==> src/rtl/ma_axis_pkg.sv <==
// Shared constants for the multiply-add stream engine: mode encodings,
// product width helper and parameter legality limits.
package ma_axis_pkg;

    localparam logic [1:0] MODE_MADD = 2'b00;
    localparam logic [1:0] MODE_MSUB = 2'b01;
    localparam logic [1:0] MODE_MAC  = 2'b10;

    localparam int DEF_DATA_W = 16;
    localparam int PROD_W     = 2 * DEF_DATA_W;

    localparam int ACC_W_MAX  = 64;
    localparam int PIPE_MIN   = 2;
    localparam int PIPE_MAX   = 8;

    function automatic int prod_w(input int data_w);
        return 2 * data_w;
    endfunction

    // Narrowest accumulator that holds a full product plus sign headroom.
    function automatic int acc_w_min(input int data_w);
        return 2 * data_w + 1;
    endfunction

endpackage

==> src/rtl/ma_axis_stage.sv <==
// One valid/payload register slice with skid-free advance: loads whenever it
// is empty or the downstream slice is moving, otherwise holds.
module ma_axis_stage #(
    parameter int W = 8
) (
    input  logic         i_clk,
    input  logic         i_reset,
    input  logic         i_vld,
    input  logic [W-1:0] i_data,
    input  logic         i_adv_next,
    output logic         o_adv,
    output logic         o_vld,
    output logic [W-1:0] o_data
);

    logic         r_vld;
    logic [W-1:0] r_data;

    assign o_adv  = !r_vld || i_adv_next;
    assign o_vld  = r_vld;
    assign o_data = r_data;

    always_ff @(posedge i_clk or posedge i_reset) begin
        if (i_reset) begin
            r_vld  <= 1'b0;
            r_data <= '0;
        end else if (o_adv) begin
            r_vld <= i_vld;
            if (i_vld) r_data <= i_data;
        end
    end

endmodule

==> src/rtl/ma_axis_pipe.sv <==
// Three-input signed multiply-add stream engine (MADD/MSUB/MAC) with joined
// valid/ready inputs, collapsing pipeline and a held output register.
module ma_axis_pipe
    import ma_axis_pkg::*;
#(
    parameter int DATA_W      = 16,
    parameter int ACC_W       = 40,
    parameter int PIPE_STAGES = 3
) (
    input  logic                     clk,
    input  logic                     reset,
    input  logic signed [DATA_W-1:0] A,
    input  logic                     a_valid,
    output logic                     a_ready,
    input  logic signed [DATA_W-1:0] B,
    input  logic                     b_valid,
    output logic                     b_ready,
    input  logic signed [DATA_W-1:0] C,
    input  logic                     c_valid,
    output logic                     c_ready,
    input  logic [1:0]               mode,
    input  logic                     first,
    output logic signed [ACC_W-1:0]  m_data,
    output logic                     m_valid,
    input  logic                     m_ready,
    output logic                     busy
);

    localparam int PW   = prod_w(DATA_W);
    localparam int PL_W = PW + DATA_W + 3;
    localparam int K    = PIPE_STAGES;

    if (ACC_W < acc_w_min(DATA_W) || ACC_W > ACC_W_MAX ||
        PIPE_STAGES < PIPE_MIN || PIPE_STAGES > PIPE_MAX) begin : g_param_err
        $error("ma_axis_pipe: illegal ACC_W or PIPE_STAGES");
    end

    logic [K-1:0]    w_adv;
    logic [K-1:0]    w_vld;
    logic [PL_W-1:0] w_pl [K-1];
    logic            w_fire;
    logic [1:0]      w_mode_in;

    // Input stage: operand capture on the joined handshake.
    logic                     r_v0;
    logic signed [DATA_W-1:0] r_a, r_b, r_c;
    logic [1:0]               r_mode;
    logic                     r_first;
    logic signed [PW-1:0]     w_prod;

    assign w_adv[0]  = !r_v0 || w_adv[1];
    assign w_fire    = a_valid && b_valid && c_valid && w_adv[0];
    assign a_ready   = w_fire && !reset;
    assign b_ready   = w_fire && !reset;
    assign c_ready   = w_fire && !reset;
    assign w_mode_in = (mode == MODE_MSUB || mode == MODE_MAC) ? mode : MODE_MADD;

    always_ff @(posedge clk or posedge reset) begin
        if (reset) begin
            r_v0    <= 1'b0;
            r_a     <= '0;
            r_b     <= '0;
            r_c     <= '0;
            r_mode  <= MODE_MADD;
            r_first <= 1'b0;
        end else if (w_adv[0]) begin
            r_v0 <= w_fire;
            if (w_fire) begin
                r_a     <= A;
                r_b     <= B;
                r_c     <= C;
                r_mode  <= w_mode_in;
                r_first <= first;
            end
        end
    end

    assign w_prod   = PW'(r_a) * PW'(r_b);
    assign w_vld[0] = r_v0;
    assign w_pl[0]  = {w_prod, r_c, r_mode, r_first};

    for (genvar i = 1; i < K - 1; i++) begin : g_dly
        ma_axis_stage #(.W(PL_W)) u_stage (
            .i_clk      (clk),
            .i_reset    (reset),
            .i_vld      (w_vld[i-1]),
            .i_data     (w_pl[i-1]),
            .i_adv_next (w_adv[i+1]),
            .o_adv      (w_adv[i]),
            .o_vld      (w_vld[i]),
            .o_data     (w_pl[i])
        );
    end

    // Output stage: final add/sub/accumulate lands directly in the held register.
    logic                     r_mv;
    logic signed [ACC_W-1:0]  r_md;
    logic signed [ACC_W-1:0]  r_acc;
    logic signed [PW-1:0]     w_o_prod;
    logic signed [DATA_W-1:0] w_o_c;
    logic [1:0]               w_o_mode;
    logic                     w_o_first;
    logic signed [ACC_W-1:0]  w_px, w_cx, w_acc_nxt, w_res;
    logic                     w_take;

    assign w_o_prod  = w_pl[K-2][PL_W-1 -: PW];
    assign w_o_c     = w_pl[K-2][3 +: DATA_W];
    assign w_o_mode  = w_pl[K-2][2:1];
    assign w_o_first = w_pl[K-2][0];
    assign w_px      = {{(ACC_W-PW){w_o_prod[PW-1]}}, w_o_prod};
    assign w_cx      = {{(ACC_W-DATA_W){w_o_c[DATA_W-1]}}, w_o_c};
    assign w_acc_nxt = w_o_first ? (w_cx + w_px) : (r_acc + w_px);

    always_comb begin
        w_res = w_px + w_cx;
        case (w_o_mode)
            MODE_MSUB: w_res = w_px - w_cx;
            MODE_MAC:  w_res = w_acc_nxt;
            default:   w_res = w_px + w_cx;
        endcase
    end

    assign w_adv[K-1] = !r_mv || m_ready;
    assign w_vld[K-1] = r_mv;
    assign w_take     = w_adv[K-1] && w_vld[K-2];

    always_ff @(posedge clk or posedge reset) begin
        if (reset) begin
            r_mv  <= 1'b0;
            r_md  <= '0;
            r_acc <= '0;
        end else begin
            if (w_adv[K-1]) r_mv <= w_vld[K-2];
            if (w_take) begin
                r_md <= w_res;
                if (w_o_mode == MODE_MAC) r_acc <= w_acc_nxt;
            end
        end
    end

    assign m_data  = r_md;
    assign m_valid = r_mv;
    assign busy    = |w_vld;

endmodule
==> config.mk <==
export PLATFORM = sky130hd
export DESIGN_NAME = ma_axis_pipe
export DESIGN_NICKNAME = d
export VERILOG_FILES = /design/src/rtl/ma_axis_pkg.sv /design/src/rtl/ma_axis_stage.sv /design/src/rtl/ma_axis_pipe.sv
export SDC_FILE = /design/constraint.sdc
export NUM_CORES = 1
export LEC_CHECK = 0
export CORE_MARGIN = 1.5
export CORE_UTILIZATION = 45
export CTS_CLUSTER_SIZE = 8
export DETAILED_ROUTE_END_ITERATION = 10
export SYNTH_ARGS = -nofsm -noshare
export SYNTH_HDL_FRONTEND = slang
export SYNTH_SLANG_ARGS = --single-unit
==> constraint.sdc <==
create_clock -name clk -period 11.7 [get_ports clk]
set_input_delay 2.925 -clock clk [delete_from_list [all_inputs] [get_ports clk]]
set_output_delay 2.925 -clock clk [all_outputs]
set_load 0.005 [all_outputs]
# [After elaboration in Yosys (flattened, before gate mapping)]
# Index checks and enable logic that the tools add are counted.
[op_classes] multipliers=1 n_reduce_logical=17 muxes=3 n_eq_ne=4 addsub=3
[op_table] operator="case mux 40 bit (2 select lines)" count=1
[op_table] operator="adder 40 x 32 -> 40 bit" count=1
[op_table] operator="two-way mux 40 bit" count=1
[op_table] operator="adder 32 x 16 -> 33 bit" count=1
[op_table] operator="subtractor 32 x 16 -> 33 bit" count=1
[op_table] operator="multiplier 16 x 16 -> 32 bit" count=1
[op_table] operator="AND reduction 2 bit" count=3
[op_table] operator="logical AND 1 bit" count=5
[op_table] operator="equality test 2 x 1 -> 1 bit (second input constant)" count=2
[op_table] operator="equality test 2 bit (second input constant)" count=2
[op_table] operator="zero test 1 bit" count=4
[op_table] operator="logical OR 1 bit" count=4
[op_table] operator="OR reduction 3 bit" count=1
[op_table] operator="two-way mux 2 bit" count=1
[totals] in_bits=57 ff_bits=185 word_cells=39

# [Longest topological paths before layout]
# Gate-level depths: netlist of the first run.
[depth] word_depth=6 ltp_mapped=25 mapped_depth_nobuf=24

# [Cells and area by module]
# From an unflattened synthesis of the first run, not the netlist that was laid out.
[unflattened] cells_unflattened=2626 hier_area_um2=23895.4
[modules_own_cells] module="ma_axis_pipe" cells_each=2514 area_each_um2=21740.9 seq_area_each_um2=3328.2 n_inst=1
[modules_own_cells] module="ma_axis_stage" cells_each=112 area_each_um2=2154.6 seq_area_each_um2=1301.2 n_inst=1

# [Worst setup path before layout of the first run]
# OpenSTA, ideal clock, no wires.
[synth_timing] path_kind="in2out" start="input reset" end="output b_ready" stages=3 path_buffers=1 t_arrival_ns=7.406 path_slack_ns=1.369 path_cell_list="inv_1 and2_1 buf_4"
[synth_via] elab_chain_cells=2
[synth_lines] item="start, declared" line_no="ma_axis_pipe.sv:11" text="input logic reset,"
[synth_lines] item="zero test 1 bit (no source line)"
[synth_lines] item="logical AND 1 bit"
[synth_lines] item="end, declared" line_no="ma_axis_pipe.sv:17" text="output logic b_ready,"
# No other way between the ends.

# [Worst setup path in the final report of the first run]
[layout_timing] start="input m_ready" end="output c_ready"
[layout_via] elab_chain_cells=5
[layout_lines] item="start, declared" line_no="ma_axis_pipe.sv:25" text="input logic m_ready,"
[layout_lines] item="logical OR 1 bit" line_no="ma_axis_pipe.sv:123" text="assign w_adv[K-1] = !r_mv || m_ready;"
[layout_lines] item="logical OR 1 bit" line_no="ma_axis_stage.sv:19" text="assign o_adv = !r_vld || i_adv_next;"
[layout_lines] item="logical OR 1 bit" line_no="ma_axis_pipe.sv:51" text="assign w_adv[0] = !r_v0 || w_adv[1];"
[layout_lines] item="logical AND 1 bit" line_no="ma_axis_pipe.sv:52" text="assign w_fire = a_valid && b_valid && c_valid && w_adv[0];"
[layout_lines] item="logical AND 1 bit" line_no="ma_axis_pipe.sv:55" text="assign c_ready = w_fire && !reset;"
[layout_lines] item="end, declared" line_no="ma_axis_pipe.sv:20" text="output logic c_ready,"
# No other way between the ends.

==> results of run 1 <==
==> worst max-delay path, stage by stage <==
cell and delay [ns]:
clkdlybuf4s50_1 0.44, nand2b_1 0.18, nor2_1 0.11, a21oi_4 0.14
buf_4 0.54, and2_1 0.26, clkdlybuf4s50_1 0.51
==> path summary, 6_finish.rpt <==
check                                                          end  slack [ns]
max in group asynchronous                   m_data[25]$_DFFE_PP0P_        7.22
max reg2reg                g_dly[1].u_stage.o_data[49]$_DFFE_PP0P_        4.83
min in group asynchronous   g_dly[1].u_stage.o_data[3]$_DFFE_PP0P_        2.95
max                                                        c_ready        3.65
min reg2reg                                 m_data[10]$_DFFE_PP0P_        0.48
min                                         m_data[10]$_DFFE_PP0P_        0.48
==> logic make-up (layout without fill, tap and decap cells) <==
logic type | after synthesis | count (layout) | share of synthesized area [%]
adders and majority gates | 452 | 452 | 33.1
xor gates and xnor gates | 110 | 110 | 4.17
AOI/OAI and AO/OA | 552 | 552 | 15.3
and+or+nand+nor | 766 | 766 | 15.5
muxes | 83 | 83 | 4.01
buffers and inverters | 474 | 512 | 7.82
DFF | 185 | 185 | 20.1
==> area by class of cell <==
| class | instances | area [um^2] | share of cell area [%] |
|---|---|---|---|
| tap | 672 | 841 | 3.33 |
| sequential | 185 | 4630 | 18.4 |
| timing repair buffer | 119 | 1150 | 4.54 |
| clock inverter | 13 | 151 | 0.600 |
| multi-input combinational | 1963 | 16700 | 66.0 |
| inverter | 361 | 1360 | 5.40 |
| clock buffer | 19 | 443 | 1.76 |
==> cells in the mapped netlist, drive strengths merged, types with 30 or more instances <==
cell type | n | area, um^2
inv | 360 | 1350
nand2 | 317 | 1190
fa | 265 | 5310
ha | 187 | 2340
dfrtp | 185 | 4630
nor2 | 154 | 578
a21oi | 144 | 728
o21ai | 144 | 724
and2 | 131 | 820
clkbuf | 98 | 368
mux2 | 76 | 856
xnor2 | 75 | 657
a21o | 41 | 308
xor2 | 35 | 307
nor3 | 33 | 165
a31oi | 31 | 194
nand2b | 30 | 188
==> placed cells by master, fill, tap and decap left out, types with 24 or more instances in the layout <==
cell type	synthesis	final
ha_1	187	187
clkdlybuf4s50_1	0	101
nor3_1	33	33
xnor2_1	75	75
xor2_1	35	35
fa_1	265	265
and2_1	131	131
a21oi_1	142	141
nand2b_1	30	30
dfrtp_1	185	184
a31oi_1	31	31
nor2_1	154	154
a21o_1	41	41
o21ai_0	135	135
mux2_2	76	76
o21bai_1	24	24
nand2_1	317	316
inv_1	358	357
==> flip-flops by register name, summed over array words and instances, names as in the netlist <==
name and cells:
r_first 1, r_c 16, g_dly.u_stage.o_vld 1, r_v0 1, r_b 16, r_mode 2, m_valid 1, m_data 40
r_a 16, g_dly.u_stage.o_data 51, r_acc 40
==> per-stage QoR <==
stage / setup slack (ns) / cells / instance area, um^2
4_1_cts: 3.59 / 3332 / 25200
5_1_grt: 3.44 / 3332 / 25200
3_5_place_dp: 3.58 / 3300 / 24600
6_report: 3.65 / 3332 / 25200
2_1_floorplan: 1.37 / 2622 / 23100
3_3_place_gp: 3.62 / 3300 / 24600
==> metal layers <==
layer  global-route usage, %  vias up
met3                    3.09      106
met4                    8.96        0
met5                       0        -
met2                    41.4      644
met1                    36.8     9324
li1                        -     8707
==> flow_summary_export.csv, run 1 <==
group,metric,value,unit
status,status,"finished clean",
cts,clock_latency,0.50,ns
cts,cts-root-buf,"clkbuf_16",
grt,grt_pass1_vias,19000,
worst_setup_path,arrival,5.12,ns
worst_setup_path,cp-startpoint,"m_ready",
synth,syn_avg_cell_area,8.80,um^2
worst_setup_path,worst_ep_required_time,8.78,ns
grt,grt_max_degree,116,
worst_setup_path,startpoint_type,"input port",
synth,syn_inst,2622,
cts,cts_tree,"yes",
detailed_routing,vias,18800,
sta,finalCritPeriodShare,68.8,%
grt,grt_pass1_wl,107000,um
cts,h-tree-depth,4,
place,port_buffers,101,
job,drv_cap,0,
sta,fin_crit,8.05,ns
sta,fmax,124,MHz
detailed_routing,via_per_inst,5.64,
synth,ys_seq_elements,185,
min_path,hold_start,"m_data[10]$_DFFE_PP0P_",
cts,clock_path_buffers,2,
detailed_routing,met2_length,30700,um
detailed_routing,drt_iter0_drc,1390,
worst_setup_path,timing.rr.start,"r_a[10]$_DFFE_PP0P_",
cts,cts_setup_buffers,0,
layout,n_antenna_cell,0,
sta,relSlewSlack,21.7,%
synth,ys_seq_area_share,20.1,%
die,core,50400,um^2
layout,final_core_util,50.1,%
die,dieArea,52700,um^2
min_path,hp-class,"reg2reg",
synth,synth_top_flop_cell,"dfrtp_1",
detailed_routing,met3_length,3870,um
layout,syn2layout_area_growth,9.34,%
cts,cts_resized,0,
synth,syn_area,23100,um^2
cts,cts_hold_buf,0,
sta,slew_viol_final,0,
layout,layout.nets,3156,
place,place.gp.congestion,0.958,
worst_setup_path,worstSetupPathType,"in2out",
sta,tightest_slew,1.17,ns
die,row_count,82,
sta,fin_skew,0.0140,ns
sta,rsz0062_at_grt,"false",
synth,synth_cell_type_count,80,
sta,holdWs,0.483,ns
synth,ys_async_sr_fraction,100,%
min_path,hold_path_depth,2,
sta,final_hold_viol_count,0,
detailed_routing,top_layer_used,"met4",
place,post-dp-hpwl,52100,um
worst_setup_path,worst-path-max-fanout,55,
detailed_routing,antenna_left,0,
synth,synth_edf_count,0,
layout,drive_gt1_share,5.56,%
die,io_pins,102,
grt,track_usage,26.1,%
sta,tns,0,ns
die,die_x,229,um
detailed_routing,met1_length,30300,um
layout,fillers,4719,
grt,antenna_found_initial,0,
die,die_h,229,um
worst_setup_path,r2r_cells,19,
worst_setup_path,cp-end-kind,"primary output",
synth,syn_nets,3131,
detailed_routing,wl,67000,um
cts,cts_made_buffers,17,
synth,yosys_warnings,0,
detailed_routing,drtPass1Iterations,6,
grt,grt-ovfl-total,0,
detailed_routing,drc_errors,0,
sta,finalSetupViolations,0,
cts,cts_sinks,185,
detailed_routing,wl_per_cell,20.1,um
cts,clk_pin_slew_worst_paths,0.08,ns
die,initial_core_util,45.8,%
Power of run 1 is left out: the tool's default activity adds up to more than one toggle a clock period on the data nets, which glitch-free logic cannot reach.
==> run 2: changes to the inputs <==
==> constraint.sdc (replaced) <==
create_clock -name clk -period 8.2 [get_ports clk]
set_input_delay 2.05 -clock clk [delete_from_list [all_inputs] [get_ports clk]]
set_output_delay 2.05 -clock clk [all_outputs]
set_load 0.005 [all_outputs]
==> run 2 against run 1 <==
  * Critical path depth rose by 12
  * Clock skew barely moved
  * Core utilization barely moved
  * Wire length rose by 3.6%
  * Non-clock buffer count rose by 2
==> flow_summary_export.csv, run 2 (same netlist as run 1, synthesis figures left out) <==
group,metric,value,unit
sta,rsz0062_at_grt,"false",
layout,layout.nets,3158,
cts,cts-root-buf,"clkbuf_16",
cts,clk_pin_slew_worst_paths,0.08,ns
layout,mostFrequentLayoutCell,"inv_1",
status,status,"finished clean",
die,die_x,229,um
die,core,50400,um^2
worst_setup_path,timing.rr.start,"r_a[9]$_DFFE_PP0P_",
grt,track_usage,27.0,%
grt,grt_max_degree,80,
layout,regArea,4630,um^2
layout,n_antenna_cell,0,
cts,cts_setup_buffers,0,
worst_setup_path,slowest_delay,0.77,ns
sta,finalCritPeriodShare,81.1,%
die,die_h,229,um
place,port_buffers,101,
die,initial_core_util,45.8,%
cts,cts_sinks,185,
sta,fmax,150,MHz
cts,cts_hold_buf,0,
detailed_routing,vias,18800,
cts,clock_path_buffers,2,
sta,tns,0,ns
die,dieArea,52700,um^2
detailed_routing,wl,69400,um
cts,cts_made_buffers,17,
grt,grt_pass1_vias,19200,
sta,relSlewSlack,27.4,%
worst_setup_path,arrival,6.99,ns
worst_setup_path,path_common_cell,"fa_1",
worst_setup_path,worstSetupPathType,"reg2reg",
worst_setup_path,endpoint,"g_dly[1].u_stage.o_data[47]$_DFFE_PP0P_",
die,row_count,82,
grt,grt-ovfl-total,0,
place,post-dp-hpwl,54600,um
detailed_routing,antenna_left,0,
detailed_routing,drtPass1Iterations,5,
detailed_routing,drt_iter0_drc,1407,
detailed_routing,drc_errors,0,
place,place.gp.congestion,0.936,
sta,final_hold_viol_count,0,
grt,grt_pass1_wl,109000,um
worst_setup_path,worst_path_max_delay_cell,"dfrtp_1",
min_path,hp-class,"reg2reg",
sta,fin_skew,0.0138,ns
worst_setup_path,r2r_cells,19,
sta,fin_crit,6.65,ns
detailed_routing,via_per_inst,5.65,
worst_setup_path,r2r_slack,1.55,ns
grt,antenna_found_initial,0,
worst_setup_path,r2r-end,"g_dly[1].u_stage.o_data[47]$_DFFE_PP0P_",
worst_setup_path,cp-startpoint,"r_a[9]$_DFFE_PP0P_",
sta,finalSetupViolations,0,
layout,largest_reg_flops,51,
worst_setup_path,cp-end-kind,"flip-flop",
cts,cts_resized,0,
cts,clock_latency,0.50,ns
layout,multiInputGateArea,16700,um^2
worst_setup_path,startpoint_type,"flip-flop",
detailed_routing,wl_per_cell,20.8,um
die,io_pins,102,
layout,fillers,4764,
worst_setup_path,path_cells,"nand2_1 -> fa_1 -> fa_1 -> fa_1 -> fa_1 -> inv_1 -> fa_1 -> fa_1 -> ha_1 -> a21o_1 -> a21o_1 -> a21oi_1 -> o31a_1 -> a31oi_1 -> a311o_1 -> a31oi_1 -> o31ai_1 -> xnor2_1 -> o21ai_0",
layout,drive_gt1_share,5.67,%
sta,slew_viol_final,0,
worst_setup_path,worst_ep_required_time,8.54,ns
cts,cts_tree,"yes",
layout,syn2layout_area_growth,9.38,%
cts,h-tree-depth,4,
layout,final_cell_mix,"inv_1, nand2_1, fa_1, ha_1, dfrtp_1",
job,drv_cap,0,
worst_setup_path,worst-path-max-fanout,17,
sta,tightest_slew,1.09,ns
==> run 2: cell count changes in the layout (fill, tap and decap cells not counted), sizes merged <==
cell / previous run / this run
buf: 18 / 20
inv: 365 / 367
clkinv: 7 / 6
clkbuf: 19 / 18
==> run 2: worst min-delay path by stage <==
stage | startpoint | to | slack, ns | depth (start not counted)
after floorplan | r_acc[15]$_DFFE_PP0P_ | r_acc[15]$_DFFE_PP0P_ | 0.45 | 2
after global placement | m_data[10]$_DFFE_PP0P_ | m_data[10]$_DFFE_PP0P_ | 0.46 | 2
after detailed placement | m_data[10]$_DFFE_PP0P_ | m_data[10]$_DFFE_PP0P_ | 0.46 | 2
after CTS | m_data[10]$_DFFE_PP0P_ | m_data[10]$_DFFE_PP0P_ | 0.48 | 2
after global routing | m_data[10]$_DFFE_PP0P_ | m_data[10]$_DFFE_PP0P_ | 0.51 | 2
final | m_data[10]$_DFFE_PP0P_ | m_data[10]$_DFFE_PP0P_ | 0.47 | 2
==> run 2: through the flow <==
step / instance area, um^2 / utilization [%] / cells / hold slack, ns / setup WS, ns
floorplan: 23100 / - / 2622 / 0.445 / 0.746
global placement: 24700 / 48.9 / 3302 / 0.460 / 1.70
detailed placement: 24700 / 48.9 / 3302 / 0.463 / 1.62
CTS: 25200 / 50.1 / 3334 / 0.480 / 1.60
global route: 25200 / 50.1 / 3334 / 0.510 / 1.19
finish: 25200 / 50.1 / 3334 / 0.474 / 1.55
==> run 2: layout make-up <==
type                    count  share of cell area [%]
inverters                 361                    5.38
multi-input cells        1963                    66.0
clock inverters            14                   0.610
clock buffers              18                    1.74
repair buffers            121                    4.60
flip-flops and latches    185                    18.3
well taps                 672                    3.33
==> run 2: layer usage <==
layer / share of wire [%] / up-vias / track usage, %
li1: - / 8716 / -
met1: 44 / 9449 / 36.1
met2: 48 / 539 / 44.8
met3: 4.4 / 129 / 3.11
met4: 3.6 / 0 / 10.1
met5: 0 / - / 0
==> run 2: worst max-delay path: cells and delay by family (launching register included) <==
family,cells,cell delay (ns)
simple gates,1,0.17
flops,1,0.77
xor+xnor,1,0.14
fa+ha+maj,7,3.35
buf+inv,1,0.05
compound gates,9,2.00
Power of run 2 is left out for the same reason.
